## src/rtl/mygo_chan_send_arb.sv

```systemverilog
// mygo_chan_send_arb: round-robin arbiter sharing one FIFO write port among NUM_SENDERS producers.
// Define MYGO_CHAN_ARB_STATS_EN to add xfer_count/stall_count outputs.
module mygo_chan_send_arb #(
    parameter int NUM_SENDERS = 4,
    parameter int WIDTH = 32,
    parameter int MAX_BURST = 4
) (
    input  logic                         clk,
    input  logic                         rst,
    input  logic [NUM_SENDERS-1:0]       s_valid,
    input  logic [NUM_SENDERS*WIDTH-1:0] s_data,
    output logic [NUM_SENDERS-1:0]       s_ready,
    output logic [WIDTH-1:0]             fifo_in_data,
    output logic                         fifo_in_valid,
    input  logic                         fifo_in_ready,
    output logic [NUM_SENDERS-1:0]       grant,
    output logic                         busy
`ifdef MYGO_CHAN_ARB_STATS_EN
    ,
    output logic [31:0]                  xfer_count,
    output logic [31:0]                  stall_count
`endif
);
    localparam int PW = $clog2(NUM_SENDERS);
    localparam int BW = $clog2(MAX_BURST + 1);

    typedef enum logic {IDLE, GRANT} state_t;

    state_t                 state_q, state_d;
    logic [NUM_SENDERS-1:0] grant_q, grant_d;
    logic [PW-1:0]          gidx_q, gidx_d;
    logic [PW-1:0]          rr_ptr_q, rr_ptr_d;
    logic [BW-1:0]          beat_cnt_q, beat_cnt_d;
    logic [PW-1:0]          win;
    logic [WIDTH-1:0]       s_arr [NUM_SENDERS];
    logic                   in_grant, g_valid, hs, rel;

    for (genvar i = 0; i < NUM_SENDERS; i++) begin : g_unpack
        assign s_arr[i] = s_data[i*WIDTH +: WIDTH];
    end

    // Scan from the highest offset down so the lowest offset from rr_ptr wins.
    always_comb begin
        win = '0;
        for (int k = NUM_SENDERS - 1; k >= 0; k--)
            win = s_valid[(int'(rr_ptr_q) + k) % NUM_SENDERS] ? PW'((int'(rr_ptr_q) + k) % NUM_SENDERS) : win;
    end

    assign in_grant      = (state_q == GRANT);
    assign g_valid       = s_valid[gidx_q];
    assign hs            = in_grant & g_valid & fifo_in_ready;
    assign rel           = ~g_valid | (fifo_in_ready & (beat_cnt_q == BW'(MAX_BURST - 1)));
    assign fifo_in_valid = in_grant & g_valid;
    assign fifo_in_data  = in_grant ? s_arr[gidx_q] : '0;
    assign s_ready       = (in_grant & fifo_in_ready) ? grant_q : '0;
    assign grant         = grant_q;
    assign busy          = in_grant;

    always_comb begin
        state_d    = !in_grant ? (|s_valid ? GRANT : IDLE) : (rel ? IDLE : GRANT);
        grant_d    = !in_grant ? (|s_valid ? NUM_SENDERS'(1) << win : '0) : (rel ? '0 : grant_q);
        gidx_d     = (!in_grant && |s_valid) ? win : gidx_q;
        beat_cnt_d = (!in_grant || rel) ? '0 : (hs ? beat_cnt_q + BW'(1) : beat_cnt_q);
        rr_ptr_d   = (in_grant && rel) ? ((gidx_q == PW'(NUM_SENDERS - 1)) ? '0 : gidx_q + PW'(1)) : rr_ptr_q;
    end

    always_ff @(posedge clk or negedge rst) begin
        if (!rst) begin
            state_q    <= IDLE;
            grant_q    <= '0;
            gidx_q     <= '0;
            rr_ptr_q   <= '0;
            beat_cnt_q <= '0;
        end else begin
            state_q    <= state_d;
            grant_q    <= grant_d;
            gidx_q     <= gidx_d;
            rr_ptr_q   <= rr_ptr_d;
            beat_cnt_q <= beat_cnt_d;
        end
    end

`ifdef MYGO_CHAN_ARB_STATS_EN
    logic [31:0] xfer_q, xfer_d, stall_q, stall_d;

    always_comb begin
        xfer_d  = hs ? xfer_q + 32'd1 : xfer_q;
        stall_d = (fifo_in_valid & ~fifo_in_ready) ? stall_q + 32'd1 : stall_q;
    end

    always_ff @(posedge clk or negedge rst) begin
        if (!rst) begin
            xfer_q  <= '0;
            stall_q <= '0;
        end else begin
            xfer_q  <= xfer_d;
            stall_q <= stall_d;
        end
    end

    assign xfer_count  = xfer_q;
    assign stall_count = stall_q;
`endif
endmodule

```

## config.mk

```make
export PLATFORM = sky130hd
export DESIGN_NAME = mygo_chan_send_arb
export DESIGN_NICKNAME = d
export VERILOG_FILES = /design/src/rtl/mygo_chan_send_arb.sv
export SDC_FILE = /design/constraint.sdc
export NUM_CORES = 1
export LEC_CHECK = 0
export CAP_MARGIN = 10
export CORE_ASPECT_RATIO = 1.25
export CORE_MARGIN = 2
export CORE_UTILIZATION = 29
export CTS_CLUSTER_SIZE = 40
export DETAILED_ROUTE_END_ITERATION = 12
export GPL_TIMING_DRIVEN = 0
export PLACE_DENSITY = 0.79
export SYNTH_ARGS = -nofsm -noshare
export SYNTH_HDL_FRONTEND = slang
export SYNTH_SLANG_ARGS = --single-unit
```

## constraint.sdc

```tcl
create_clock -name clk -period 1.9 [get_ports clk]
set_input_delay 0.285 -clock clk [delete_from_list [all_inputs] [get_ports clk]]
set_output_delay 0.285 -clock clk [all_outputs]
set_load 0.02 [all_outputs]
```

After elaboration in Yosys (flattened, before gate mapping)
Cells that the tools add are included.

cells by class
  add/sub/neg operators = 5
  $lt $le $gt $ge = 6
  equal/unequal tests = 3
  shifts and indexed selects = 1
  muxes and demuxes = 31
  bitwise operators = 10
  reduce and logical (&&, ||, !) cells = 9

operator list
  cell                 count
  $mux 32              3
  $bmux 32 s2          1
  $mux 4               4
  $lt 3x4->1 const B   3
  $mux 1               11
  $bmux 1 s2           5
  $mux 2               5
  $lt 2x3->1 const B   2
  $mux 3               2
  $reduce_or 2->1      3
  $add 2x1->2 const B  2
  $add 2x2->2 const B  2
  $and 1x1->1          4
  $reduce_or 4->1      1
  $shl 1x2->4 const A  1
  $add 3x1->3 const B  1
  $and 1x1->1 const A  3
  $eq 3x2->1 const B   1
  $ge 3x3->1 const B   1
  $not 2->3            1
  $eq 2x2->1 const B   1
  $logic_and 1x1->1    2
  $ne 2x1->1 const B   1
  $reduce_bool 2->1    1
  other kinds (4)      4

word-level totals
  bits in registers = 12
  logic and storage cells = 70

Logic depth before layout (Yosys ltp)
Gate-level depths: netlist (run 1).

  word-level depth = 13
  depth in mapped cells = 5

Least setup slack after synthesis (run 1)
OpenSTA, ideal clock, no wires.

  path kind = reg-to-output
  start = register gidx_q[0]
  end = output fifo_in_data[0]
  data arrival time = 1.492 ns
  required time = 1.615 ns
  slack = 0.123 ns
  stages on the path, launching flop included = 5
  cells stage by stage = dfrtp_1 > buf_2 > buf_4 > mux4_2 > and2_1

between the ends
  cells in the longest elaborated chain, start to end = 5

RTL lines
  item                                        RTL line  RTL
  start: declaration                          31        logic [PW-1:0] gidx_q, gidx_d;
  start signal: assignment                    77        gidx_q <= gidx_d;
  $not 2->3 (implied by the code)             54        assign fifo_in_data = in_grant ? s_arr[gidx_q] : '0;
  $bmux 32 s2                                 54
  $mux 32 (implied by the code) (2 in a row)  54
  $mux 32                                     54
  end: declaration                            13        output logic [WIDTH-1:0] fifo_in_data,

No other way between the ends. The select of a mux whose other input is x is not followed.

Worst setup path in the final report (run 1)
  start = register gidx_q[0]
  end = output fifo_in_data[11]

The elaborated chain is that of the path after synthesis.

==> flow_metrics.tcl, run 1 <==
set metrics [dict create \
    status "complete, but fails checks" \
    violations "negative setup slack" \
    synth_top_area_share_pct 44.5 \
    fillCellCount 406 \
    cts_buffer_depth 2 \
    yosys_most_used_dff "dfrtp_1" \
    syn2layout_area_growth_pct 133 \
    hp-class "input port to async pin" \
    cts_root_buf "clkbuf_8" \
    crit_arrival_ns 1.75 \
    cp_max_fo 5 \
    fin_nets 470 \
    die_h_um 88.9 \
    layout_setup_ws_ns -0.133 \
    p_leak_uw 0.00163 \
    r2r-start "gidx_q[0]$_DFFE_PN0P_" \
    fin_crit_sh_pct 107 \
    fmax_mhz 492 \
    yosysSeqAreaShare_pct 18.0 \
    place_inst 379 \
    async_reset_ff_share_pct 100 \
    rsz0062_at_grt "true" \
    path_class "flop to output pin" \
    wl_mm 7.69 \
    ios 177 \
    reg2reg_depth 6 \
    worstPathCellList "buf_8 -> buf_12 -> mux4_2 -> and2_4 -> buf_6" \
    netlist_area_um2 1670 \
    synth_area_leader_cell "mux4_2" \
    wl_per_cell_um 19.5 \
    critical_path_required_ns 1.62 \
    insertedDiodeCount 0 \
    overflow 0 \
    h-tree-depth 1 \
    detailed_place_hpwl_mm 6.20 \
    grt_max_degree 13 \
    clkTransAtPathRegs_ns 0.05 \
    synth-seq-cells 12 \
    p_switching_uw 2110 \
    synthTopCellsByArea "mux4_2 44%, dfrtp_1 18%, and2_1 12%" \
    switching_share_pct 38.5 \
    vias_per_cell 5.25 \
    grt_usage_pct 23.6 \
    peakVddDrop_v 0.000776 \
    cts_buffers 3 \
    grt_pass1_vias 2164 \
    synth-edff-count 0 \
    p_comb_share_pct 86.3 \
    num_vias 2074 \
    total_power_uw 5480 \
    hold_viol_final 0 \
    postRouteAntennaNets 0 \
    finalSetupViolations 32 \
    regToRegSetupSlack_ns 0.07 \
    slew_viol_final 0 \
    path_buf_inv 3 \
    synth_commonest_cells "33 x mux4_2, 32 x and2_1, 12 x dfrtp_1" \
    die_w_um 71.9 \
    synth_most_common_cell "mux4_2" \
    cts_sinks 12 \
    cts-hold-fix-buffers 0 \
    worstMarginPinSlew_ns 0.537 \
    avgSynthCellArea_um2 12.0 \
    p_per_area_nw_per_um2 1410 \
    fin_skew_ns 0.000478 \
    grt_pass1_wl_mm 11.4 \
    drtIter0Drc 66 \
    pwr-share-clk_pct 5.0 \
    synthDistinctLibCells 30 \
    whs_ns 0.398 \
    tns_ns -3.22 \
    dr.pass1.iters 4 \
    port_buffers 176 \
    synth_warnings 0 \
    slew_headroom_pct 64.1 \
    layout.cells.non_filler 395 \
    cp_slowest_stage_delay_ns 0.51 \
    slowest_stage "mux4_2" \
    end_kind "output pin" \
    crit_path_start_kind "flop" \
    sequentialPowerShare_pct 8.7 \
    min_period_ns 2.03 \
    drcViolationCount 0 \
    clock_latency_ns 0.24 \
    routabilityCongestion 0.945 \
    synthCells 139 \
    cts_tree "done" \
    initial_core_util_pct 30.5 \
    path_delay_family "multiplexers" \
    p_int_uw 3380 \
    antenna_found_initial 0 \
    synthesis.nets 277 \
    row_count 30 \
    maxCapViolations 0 \
    drive_gt1_share_pct 40.5 \
    core_area_um2 5480 \
    die-area_um2 6390 \
    r2r-end "rr_ptr_q[1]$_DFFE_PN0P_" \
]
[area by class of cell]
class                      instances  area [µm²]  area share, %
multi-input combinational        111        1370           35.4
buffer                            12         109           2.80
timing repair buffer             189        1950           50.3
inverter                           3        11.3          0.290
tap                               64        80.1           2.06
clock buffer                       4        55.1           1.42
sequential                        12         302           7.76
[state kept, by name (all words and copies together), names as in the netlist]
signal and count:
gidx_q 2, busy 1, grant 4, beat_cnt_q 3
rr_ptr_q 2
[worst reg2reg max path: stages (launching register included)]
cell and delay [ns]:
dfrtp_2 0.44, clkbuf_16 0.17, buf_4 0.13, mux4_2 0.33, buf_4 0.16, a21boi_2 0.16, mux2_1 0.33
[cells by family after synthesis]
| logic type | share of synthesized area [%] |
|---|---|
| compound gates | 8.17 |
| fa+ha+maj | 2.25 |
| buf+inv | 4.87 |
| flops | 18.0 |
| mux | 48.9 |
| simple gates | 17.8 |
[timing repair]
item                                    4_1_cts  5_1_grt
cloned                                        2        2
endpoints found under the setup margin       37       32
pin swaps                                     6        1
buffers inserted                             12        0
gates resized for setup                     237       30
[worst max path at each step]
stage	end	startpoint	cells past startpoint	slack, ns
detailed placement	fifo_in_data[20]	gidx_q[0]$_DFFE_PN0P_	5	-0.49
floorplan	fifo_in_data[0]	gidx_q[0]$_DFFE_PN0P_	4	0.12
CTS	fifo_in_data[16]	gidx_q[0]$_DFFE_PN0P_	6	-0.18
global placement	fifo_in_data[8]	gidx_q[0]$_DFFE_PN0P_	5	-0.48
finish	fifo_in_data[11]	gidx_q[0]$_DFFE_PN0P_	5	-0.13
global route	fifo_in_data[8]	gidx_q[0]$_DFFE_PN0P_	5	-0.18
[stage by stage]
step	worst slack (ns)	utilization, %	instance area, µm²
floorplan	0.123	-	1670
global placement	-0.477	64.1	3510
detailed placement	-0.487	64.1	3510
CTS	-0.183	69.8	3820
global route	-0.177	70.9	3880
finish	-0.133	70.9	3880
[power by group through the flow]
stage | clock network (µW) | registers, µW | logic [µW]
floorplan | 0 | 499 | 2230
global placement | 0 | 452 | 3750
detailed placement | 0 | 456 | 3810
CTS | 278 | 460 | 4590
global route | 289 | 491 | 5010
finish | 275 | 476 | 4730
[layer usage]
metal	GRT usage, %	vias to the layer above	wire length (µm)
met1	25.8	993	2580
li1	-	942	-
met5	0	-	0
met3	7.86	17	924
met4	7.72	0	222
met2	43.0	122	3960
[placed cells by master (no fill, tap or decap), types with 4 or more instances in the layout]
cell type and count:
clkdlybuf4s50_1 135, buf_6 35, mux4_2 33, and2_4 32, dfrtp_1 11, dlygate4sd2_1 8, clkbuf_2 6, nor2_1 6
buf_4 6, and3_1 4, a21oi_1 4, mux2i_1 4, a32o_1 4, clkbuf_8 4
Note: power is estimated with default switching activity, not from simulation.
==> run 2: changes to the inputs <==
Settings changed: CORE_UTILIZATION 29 to 26, GPL_TIMING_DRIVEN 0 to default, PLACE_DENSITY 0.79 to 0.75.
Clock period 1.9 ns to 1.8 ns, I/O delays scaled along.
==> flow_metrics.tcl, run 2 (synthesis gave the netlist of run 1 again) <==
set metrics [dict create \
    status "complete, but fails checks" \
    violations "negative setup slack" \
    layout.cells.non_filler 413 \
    crit_arrival_ns 1.73 \
    place_area_um2 3630 \
    wl_mm 7.69 \
    peakVddDrop_v 0.000827 \
    hp-class "input port to async pin" \
    cts_sinks 12 \
    p_int_uw 3140 \
    place_inst 402 \
    routabilityCongestion 0.882 \
    dr.pass1.iters 4 \
    cts_tree "done" \
    vias_per_cell 4.89 \
    maxCapViolations 0 \
    overflow 0 \
    r2r-start "gidx_q[0]$_DFFE_PN0P_" \
    insertedDiodeCount 0 \
    p_comb_share_pct 84.4 \
    die-area_um2 7090 \
    total_power_uw 5310 \
    fin_nets 467 \
    crit_start "gidx_q[0]$_DFFE_PN0P_" \
    grt_usage_pct 21.5 \
    port_buffers 176 \
    cts_buffer_depth 2 \
    fin_crit_sh_pct 111 \
    grt_max_degree 19 \
    num_vias 2021 \
    grt_pass1_vias 2176 \
    detailed_place_hpwl_mm 6.21 \
    critical_path_required_ns 1.53 \
    drcViolationCount 0 \
    pwr-share-clk_pct 5.8 \
    syn2layout_area_growth_pct 126 \
    rsz0062_at_grt "true" \
    end_kind "output pin" \
    p_leak_uw 0.00156 \
    antenna_found_initial 0 \
    die_w_um 75.7 \
    clkTransAtPathRegs_ns 0.06 \
    slew_headroom_pct 64.1 \
    final_common_cell "clkdlybuf4s50_1" \
    wl_per_cell_um 18.6 \
    layout_common_cells "138 x clkdlybuf4s50_1, 33 x mux4_2, 22 x buf_6" \
    drtIter0Drc 35 \
    finalSetupViolations 34 \
    layout_setup_ws_ns -0.199 \
    die_h_um 93.6 \
    p_switching_uw 2160 \
    fin_skew_ns 0.00327 \
    h-tree-depth 1 \
    drive_gt1_share_pct 36.0 \
    cts_buffers 3 \
    p_per_area_nw_per_um2 1410 \
    cts_root_buf "clkbuf_8" \
    core_area_um2 6210 \
    min_period_ns 2.00 \
    sequentialPowerShare_pct 9.8 \
    ios 177 \
    row_count 32 \
    crit_path_start_kind "flop" \
    initial_core_util_pct 26.9 \
    postRouteAntennaNets 0 \
    fmax_mhz 500 \
    final_area_um2 3770 \
    slew_viol_final 0 \
    hold_viol_final 0 \
    grt_pass1_wl_mm 11.3 \
    clock_latency_ns 0.25 \
    path_class "flop to output pin" \
    cts-hold-fix-buffers 0 \
    largest_reg_flops 4 \
    cp_max_fo 5 \
    worstMarginPinSlew_ns 0.537 \
    fillCellCount 552 \
    switching_share_pct 40.7 \
]
## run 2: worst max-delay path, cell delays in order, from the launching register on
cell     delay (ns)
dfrtp_2        0.43
buf_6          0.14
buf_12         0.12
mux4_2         0.51
and2_4         0.16
buf_6          0.12
## run 2: through the flow
stage / util [%] / setup slack [ns] / hold WS [ns] / setup TNS (ns)
2_1_floorplan: - / 0.0382 / -0.0256 / 0
3_3_place_gp: 58.5 / -0.330 / 0.502 / -10.25
3_5_place_dp: 58.5 / -0.352 / 0.503 / -10.71
4_1_cts: 61.2 / -0.220 / 0.402 / -6.13
5_1_grt: 60.7 / -0.241 / 0.433 / -6.57
6_report: 60.7 / -0.199 / 0.370 / -4.83
## run 2: power by group through the flow
stage / Sequential, µW / Combinational, µW / Clock [µW]
floorplan: 527 / 2360 / 0
global placement: 513 / 4140 / 0
detailed placement: 513 / 4170 / 0
CTS: 517 / 4620 / 306
global route: 536 / 4780 / 320
finish: 520 / 4480 / 307
## run 2: area by class of cell
class                   instances  area, µm²  area share (%)
well taps                      85        106            2.82
repair buffers                198       1960            51.9
inverters                       3       11.3           0.299
multi-input cells             111       1340            35.4
flip-flops and latches         12        303            8.04
clock buffers                   4       55.1            1.46
## run 2: worst paths after layout
check,to,slack (ns),depth (start not counted)
min,grant[1]$_DFFE_PN0N_,0.37,1
max in group asynchronous,gidx_q[0]$_DFFE_PN0P_,1.04,1
min reg2reg,beat_cnt_q[2]$_DFFE_PN0P_,0.54,2
max reg2reg,rr_ptr_q[1]$_DFFE_PN0P_,-0.02,6
max,fifo_in_data[25],-0.20,5
min in group clk,beat_cnt_q[2]$_DFFE_PN0P_,0.54,2
## run 2: layer usage
layer  track usage [%]  vias to the layer above  wire, µm
li1                  -                      933         -
met1              21.9                      979      2700
met2              42.0                       98      4070
met3              4.96                       11       765
met4              5.41                        0       157
met5                 0                        -         0
## run 2: repair_timing
action	in CTS	in global routing
pin swaps	16	1
cloned	3	0
buffers inserted	6	0
resized for setup	191	8
endpoints found under the setup margin	38	41
==> run 3: changes to the inputs <==
Settings changed: CORE_UTILIZATION 26 to 27, CTS_BUF_LIST from default to sky130_fd_sc_hd__clkbuf_2 sky130_fd_sc_hd__clkbuf_4 sky130_fd_sc_hd__clkbuf_8, PLACE_DENSITY 0.75 to 0.77.
==> flow_metrics.tcl, run 3 (synthesis gave the netlist of run 1 again) <==
set metrics [dict create \
    path_class "flop to output pin" \
    p_switching_uw 2180 \
    pwr-share-clk_pct 5.4 \
    insertedDiodeCount 0 \
    drive_gt1_share_pct 37.5 \
    h-tree-depth 1 \
    cp_slowest_stage_delay_ns 0.50 \
    place_area_um2 3680 \
    cp_max_fo 5 \
    die_w_um 74.4 \
    fin_crit_sh_pct 110 \
    cts_buffers 3 \
    clkTransAtPathRegs_ns 0.05 \
    regToRegSetupSlack_ns -0.06 \
    crit_path_start_kind "flop" \
    grt_pass1_vias 2102 \
    fin_skew_ns 0.00337 \
    path_buf_inv 3 \
    drtIter0Drc 62 \
    detailed_place_hpwl_mm 6.12 \
    postRouteAntennaNets 0 \
    r2r-end "rr_ptr_q[1]$_DFFE_PN0P_" \
    critical_path_required_ns 1.53 \
    place_ws_ns -0.370 \
    worstPathCellList "buf_6 -> buf_12 -> mux4_2 -> and2_4 -> buf_6" \
    crit_top_cell "buf_6" \
    wl_per_cell_um 17.9 \
    p_leak_uw 0.00158 \
    crit_end "fifo_in_data[16]" \
    cts_root_buf "clkbuf_8" \
    grt_max_degree 30 \
    wl_mm 7.39 \
    end_kind "output pin" \
    worstMarginPinSlew_ns 0.508 \
    p_int_uw 3320 \
    vias_per_cell 4.88 \
    row_count 32 \
    die-area_um2 6840 \
    die_h_um 91.9 \
    slew_headroom_pct 66.0 \
    overflow 0 \
    r2r-start "gidx_q[0]$_DFFE_PN0P_" \
    rsz0062_at_grt "true" \
    cp_num_cells 5 \
    dr.pass1.iters 4 \
    grt_usage_pct 21.5 \
    finalSetupViolations 34 \
    sequentialPowerShare_pct 9.5 \
    switching_share_pct 39.6 \
    p_per_area_nw_per_um2 1440 \
    core_area_um2 6090 \
    p_comb_share_pct 85.0 \
    reg2reg_depth 6 \
    drcViolationCount 0 \
    num_vias 2014 \
    maxCapViolations 0 \
    final_common_cell "clkdlybuf4s50_1" \
    path_delay_family "multiplexers" \
    clock_latency_ns 0.25 \
    cts_sinks 12 \
    violations "negative setup slack" \
    fmax_mhz 505 \
    layout_setup_ws_ns -0.180 \
    status "complete, but fails checks" \
    min_period_ns 1.98 \
    fin_nets 467 \
    cts_tree "done" \
    peakVddDrop_v 0.00112 \
    port_buffers 176 \
    initial_core_util_pct 27.4 \
    slew_viol_final 0 \
    hold_viol_final 0 \
    cts_buffer_depth 2 \
    hp-class "input port to async pin" \
    crit_start "gidx_q[0]$_DFFE_PN0P_" \
    largest_reg_flops 4 \
    antenna_found_initial 0 \
    syn2layout_area_growth_pct 129 \
    ios 177 \
    grt_pass1_wl_mm 11.1 \
    routabilityCongestion 0.878 \
    crit_arrival_ns 1.71 \
    final_area_um2 3830 \
    slowest_stage "mux4_2" \
    layout_common_cells "139 x clkdlybuf4s50_1, 33 x mux4_2, 30 x buf_6" \
]
-- run 3: cell count changes in the layout (fill, tap and decap cells not counted) --
cell             before  now
buf_6                22   30
and2_4               17   24
clkdlybuf4s50_1     138  139
mux2_4                1    0
mux2_1                0    1
dlymetal6s2s_1        1    0
and2_1               15    8
buf_2                15    7
dfrtp_1              10   11
dfrtp_2               2    1
-- run 3: repair_timing --
action,CTS,global route
setup buffers,6,0
cloned,2,0
pin swaps,17,0
gates resized for setup,216,2
endpoints found under the setup margin,38,36
hold buffers,0,0
-- run 3: worst min path at each step --
stage	slack, ns	endpoint	start
6_report	0.36	grant[2]$_DFFE_PN0N_	rst
5_1_grt	0.41	grant[2]$_DFFE_PN0N_	rst
4_1_cts	0.38	grant[2]$_DFFE_PN0N_	rst
3_5_place_dp	0.50	grant[1]$_DFFE_PN0N_	grant[1]$_DFFE_PN0N_
3_3_place_gp	0.50	beat_cnt_q[2]$_DFFE_PN0P_	beat_cnt_q[2]$_DFFE_PN0P_
2_1_floorplan	-0.03	beat_cnt_q[0]$_DFFE_PN0P_	rst
-- run 3: area by class of cell --
type | count | area (µm²)
Timing Repair Buffer | 198 | 2000
Inverter | 3 | 11.3
Tap cell | 85 | 106
Multi-Input combinational cell | 111 | 1350
Clock buffer | 4 | 55.1
Sequential cell | 12 | 302
Fill cell | 502 | 2260
-- run 3: metal layers --
| layer | track usage (%) | wire length, µm | vias up |
|---|---|---|---|
| met5 | 0 | 0 | - |
| met4 | 7.44 | 219 | 0 |
| met3 | 5.71 | 743 | 19 |
| met2 | 40.4 | 3980 | 107 |
| met1 | 22.2 | 2450 | 956 |
| li1 | - | - | 932 |
-- run 3: power by group through the flow --
stage / Sequential, µW / Clock (µW) / Combinational, µW
after floorplan: 527 / 0 / 2360
after global placement: 528 / 0 / 4240
after detailed placement: 539 / 0 / 4290
after CTS: 526 / 300 / 4830
after global routing: 542 / 319 / 4970
final: 524 / 298 / 4670
-- run 3: per-stage QoR --
step                      TNS (ns)  hold WS (ns)  utilization [%]  power (µW)  std cells
after global placement      -10.30         0.503             60.5        4760        405
after floorplan                  0       -0.0256                -        2880        139
final                        -4.36         0.362             62.9        5490        413
after detailed placement    -10.90         0.501             60.5        4820        405
after CTS                    -5.37         0.377             63.6        5660        415
after global routing         -7.02         0.409             62.9        5830        413
